**config.mk**
```make
export PLATFORM = sky130hd
export DESIGN_NAME = chebyshev_term_sequencer
export DESIGN_NICKNAME = d
export VERILOG_FILES = /design/src/rtl/chebyshev_term_sequencer.sv
export SDC_FILE = /design/constraint.sdc
export NUM_CORES = 1
export LEC_CHECK = 0
export ABC_AREA = 1
export CAP_MARGIN = 10
export CORE_ASPECT_RATIO = 1.4
export CORE_MARGIN = 3
export CORE_UTILIZATION = 50
export CTS_BUF_LIST = sky130_fd_sc_hd__clkbuf_8
export DETAILED_ROUTE_END_ITERATION = 10
export DONT_BUFFER_PORTS = 1
export PLACE_DENSITY = 0.69
export SYNTH_ARGS = -nofsm -noshare
export SYNTH_HDL_FRONTEND = slang
export SYNTH_SLANG_ARGS = --single-unit
```
**constraint.sdc**
```tcl
create_clock -name clock -period 2.6 [get_ports clock]
set_clock_uncertainty 0.1 [all_clocks]
set_input_delay 0.26 -clock clock [delete_from_list [all_inputs] [get_ports clock]]
set_output_delay 0.26 -clock clock [all_outputs]
set_load 0.02 [all_outputs]
```
**src/rtl/chebyshev_term_sequencer.sv**
```systemverilog
// Chebyshev term sequencer: holds c0..cORDER and streams (x, ck) pairs per sample.
// Ports: clock/resetn, coeff write port, x valid/ready input, cheb_* term stream, busy.
module chebyshev_term_sequencer #(
  parameter int WL    = 4,
  parameter int CL    = 4,
  parameter int ORDER = 3,
  parameter int AW    = 2,
  parameter int GAP   = 2
) (
  input  logic          clock,
  input  logic          resetn,
  input  logic          coeff_we,
  input  logic [AW-1:0] coeff_waddr,
  input  logic [CL-1:0] coeff_wdata,
  input  logic          x_valid,
  output logic          x_ready,
  input  logic [WL-1:0] x_data,
  output logic [WL-1:0] cheb_x,
  output logic [CL-1:0] cheb_coeff,
  output logic          cheb_valid,
  output logic          cheb_first,
  output logic          cheb_last,
  output logic          busy
);

  typedef enum logic [1:0] {
    IDLE,
    STREAM,
    FLUSH
  } state_t;

  localparam int MX = (ORDER > GAP) ? ORDER : GAP;
  localparam int CW = (MX < 1) ? 1 : $clog2(MX + 1);
  localparam logic [CW-1:0] TLAST = CW'(ORDER);
  localparam logic [CW-1:0] GLAST = CW'((GAP > 0) ? GAP - 1 : 0);
  localparam logic [CW-1:0] ONE   = CW'(1);

  state_t          state, state_n;
  logic [CW-1:0]   cnt, cnt_n;
  logic [WL-1:0]   xreg, xreg_n;
  logic [CL-1:0]   coeff [0:ORDER];
  logic [CL-1:0]   csel;
  logic [WL-1:0]   ox_n;
  logic [CL-1:0]   oc_n;
  logic            ov_n, of_n, ol_n;
  logic            accept, wr;

  assign x_ready = (state == IDLE) && resetn;
  assign busy    = (state != IDLE);
  assign accept  = x_valid && x_ready;
  // Writes only between bursts so a burst never mixes coefficient sets.
  assign wr      = coeff_we && (state == IDLE) && !accept;

  always_comb begin
    csel = '0;
    for (int i = 0; i <= ORDER; i++) begin
      if (cnt == CW'(i)) csel = coeff[i];
    end
  end

  always_comb begin
    state_n = state;
    cnt_n   = cnt;
    xreg_n  = xreg;
    ox_n    = '0;
    oc_n    = '0;
    ov_n    = 1'b0;
    of_n    = 1'b0;
    ol_n    = 1'b0;
    case (state)
      IDLE: begin
        if (accept) begin
          xreg_n = x_data;
          ox_n   = x_data;
          oc_n   = coeff[0];
          ov_n   = 1'b1;
          of_n   = 1'b1;
          if (ORDER == 0) begin
            ol_n    = 1'b1;
            cnt_n   = '0;
            state_n = (GAP > 0) ? FLUSH : IDLE;
          end else begin
            cnt_n   = ONE;
            state_n = STREAM;
          end
        end
      end
      STREAM: begin
        ox_n = xreg;
        oc_n = csel;
        ov_n = 1'b1;
        if (cnt == TLAST) begin
          ol_n    = 1'b1;
          cnt_n   = '0;
          state_n = (GAP > 0) ? FLUSH : IDLE;
        end else begin
          cnt_n = cnt + ONE;
        end
      end
      FLUSH: begin
        if (cnt == GLAST) begin
          cnt_n   = '0;
          state_n = IDLE;
        end else begin
          cnt_n = cnt + ONE;
        end
      end
      default: begin
        cnt_n   = '0;
        state_n = IDLE;
      end
    endcase
  end

  always_ff @(posedge clock) begin
    if (!resetn) begin
      state      <= IDLE;
      cnt        <= '0;
      xreg       <= '0;
      cheb_x     <= '0;
      cheb_coeff <= '0;
      cheb_valid <= 1'b0;
      cheb_first <= 1'b0;
      cheb_last  <= 1'b0;
      for (int i = 0; i <= ORDER; i++) coeff[i] <= '0;
    end else begin
      state      <= state_n;
      cnt        <= cnt_n;
      xreg       <= xreg_n;
      cheb_x     <= ox_n;
      cheb_coeff <= oc_n;
      cheb_valid <= ov_n;
      cheb_first <= of_n;
      cheb_last  <= ol_n;
      // Out-of-range addresses match no entry and are dropped.
      if (wr) begin
        for (int i = 0; i <= ORDER; i++) begin
          if (coeff_waddr == AW'(i)) coeff[i] <= coeff_wdata;
        end
      end
    end
  end

endmodule

```
==> summary.md <==
| Metric | Value |
|---|---|
| P_sw | 0.341 mW |
| Syn. warnings | 0 |
| CTS tree | done |
| Total track usage | 0.179 |
| Reg clk slew, reported paths | 70 ps |
| Highest Clock Rate | 0.590 GHz |
| Power Dens Cells | 693 nW/um2 |
| Leak | 0.758 nW |
| Clk_lat worst skew | 280 ps |
| Initial antenna violation count | 0 |
| Crit path top cell by count | nand2_1 |
| Commonest non-fill, non-tap cell in the layout | nand2_1 |
| Total Nets Final | 209 |
| Post-CTS Hold Fix Bufs | 1 |
| Delay-heaviest family, CP | simple AND/OR/NAND/NOR gates |
| Post-Syn Instances | 186 |
| Avg Vias per Cell | 5.17 |
| Final weighted congestion of routability-driven global placement | 0.903 |
| Final Cycle Share | 0.651 |
| Worst vdd ir | 0.000437 V |
| DP Area | 1650 um2 |
| Average wire per cell in the routed design | 13.6 um |
| Total gr overflow | 0 |
| Max Slew Vio Count | 0 |
| Antenna viol nets, final | 0 |
| Crit. End Element | flop |
| RSZ-0062 raised after global routing | false |
| Antenna cell count | 0 |
| Post_cts resized | 0 |
| Hold Crit Class | input port to flop |
| Initial drt markers | 63 |
| Tightest Pin Transition | 432 ps |
| Most frequent cells in the layout | nand2_1 (50), nor2_1 (30), inv_1 (23) |
| Die Y | 73.6 um |
| Total negative setup slack | 0 ps |
| Fill cells | 263 |
| Die area | 3990 um2 |
| MaxCap Viol Count | 0 |
| Total Power Consumption | 1.22 mW |
| Minimum clock period after layout | 1690 ps |
| WS Path Type | flop to flop |
| Mapped Avg Cell Area | 8.77 um2 |
| Worst Path Required | 2480 ps |
| Outcome | completed |
| Final Instance Area | 1760 um2 |
| WP data arrival | 1580 ps |
| Core Box Area | 2990 um2 |
| Synthesized flop and latch total | 35 |
| Clock sink count | 35 |
| Max_slew headroom | 0.711 |
| Wirelength, routed | 3120 um |
| Unique masters post-synth | 19 |
| Final setup fails | 0 |
| Buf/Inv on CP | 0 |
| Net Sw Frac | 0.280 |
| Core Util, Final | 0.587 |
| Largest net degree at the start of global routing | 17 |
| Share of cells above drive strength 1 | 0.0938 |
| TritonRoute pass-1 iters | 4 |
| Setup Buffers After CTS | 0 |
| Ports | 27 |
| Clock share of power | 0.319 |
| DRC | 0 |
| Ordered list of cells on the worst path | nor2_4, nand3_4, nand2_1, nor2_2, nand2_1, nand2_1 |
| HPWL Detailed | 2360 um |
| Worst path slowest cell | dfxtp_1 |
| Cell Area, Synth | 1630 um2 |
| PortBufs | 0 |
| Starting density of the core | 0.545 |
| Sequential Power Share | 0.528 |
| CP max FO | 14 |
| Gate power share | 0.153 |
| Seq/Total Area, Yosys | 0.528 |
| CTS root buffer | clkbuf_8 |
| Internal power | 0.876 mW |
| Clock tree buffer depth | 2 |
| Final Hold Fails | 0 |
| Num CTS Buffers | 5 |
| DIE WIDTH | 54.3 um |
| H-tree depth reported by CTS | 2 |
| Syn_nets | 204 |
| Number of global-route vias before repair | 1139 |
| First-pass GRT wire length | 5050 um |
| Startpoint type of the worst setup path | flop |
| Critical Path Max Stage Delay | 470 ps |
| Row Count | 23 |
| Area growth syn-to-layout | 7.59% |
| Via count | 1183 |
[state kept, by name (all words and copies together), names as in the netlist]
name,flops
cheb_coeff,4
cheb_first,1
cheb_last,1
cheb_valid,1
cheb_x,4
cnt,2
coeff,16
state,2
xreg,4
[synth_stat cells (all sizes together)]
library cell,instances,area share
a21oi,19,0.058
nand4,4,0.052
nand3,10,0.038
nand2,50,0.12
buf,2,0.012
o21ai,2,0.0061
clkbuf,1,0.0023
nor3,1,0.0031
edfxtp,16,0.29
ha,4,0.031
nor2,34,0.099
dfxtp,19,0.23
inv,24,0.055
[worst paths after layout]
check / startpoint / to / slack (ps) / cells past startpoint
max: state[1] / coeff[0][13] / 910 / 6
min: resetn / cheb_last / 30 / 2
max reg2reg: state[1] / coeff[0][13] / 910 / 6
min reg2reg: xreg[3] / cheb_x[3] / 370 / 2
[logic make-up (layout without fill, tap and decap cells)]
kind of cell / after synthesis / after routing / share of synthesized area
flops: 35 / 35 / 0.528
buf+inv: 27 / 33 / 0.0698
simple gates: 99 / 99 / 0.308
fa+ha+maj: 4 / 4 / 0.0307
compound gates: 21 / 21 / 0.0644
[stage by stage]
stage	std cells	setup WS [ps]	hold WS, ps
global placement	220	947	296
finish	229	906	33.0
floorplan	186	1180	325
detailed placement	220	903	294
global route	229	742	34.8
CTS	229	897	26.9
[power groups by stage]
stage / Clock [mW] / Sequential, mW / Combinational [mW]
after floorplan: 0 / 0.649 / 0.155
after global routing: 0.417 / 0.647 / 0.211
after detailed placement: 0 / 0.655 / 0.184
after global placement: 0 / 0.653 / 0.177
final: 0.388 / 0.643 / 0.186
after CTS: 0.394 / 0.644 / 0.186
[layout make-up]
cell class | instances | area [um2] | area share
Clock buffer | 6 | 82.6 | 0.0470
Clock inverter | 2 | 8.76 | 0.00499
Inverter | 24 | 90.1 | 0.0513
Multi-Input combinational cell | 124 | 657 | 0.374
Sequential cell | 35 | 861 | 0.490
Tap cell | 37 | 46.3 | 0.0264
Timing Repair Buffer | 1 | 10.0 | 0.00570
[metal layers]
layer,track usage,share of wire,vias up,wire length (um)
met1,0.176,0.38,533,1190
met3,0.0588,0.053,6,164
li1,-,-,607,-
met2,0.325,0.55,37,1720
met5,0,0,-,0
met4,0.0748,0.017,0,53
(Power assumes the default switching activity.)
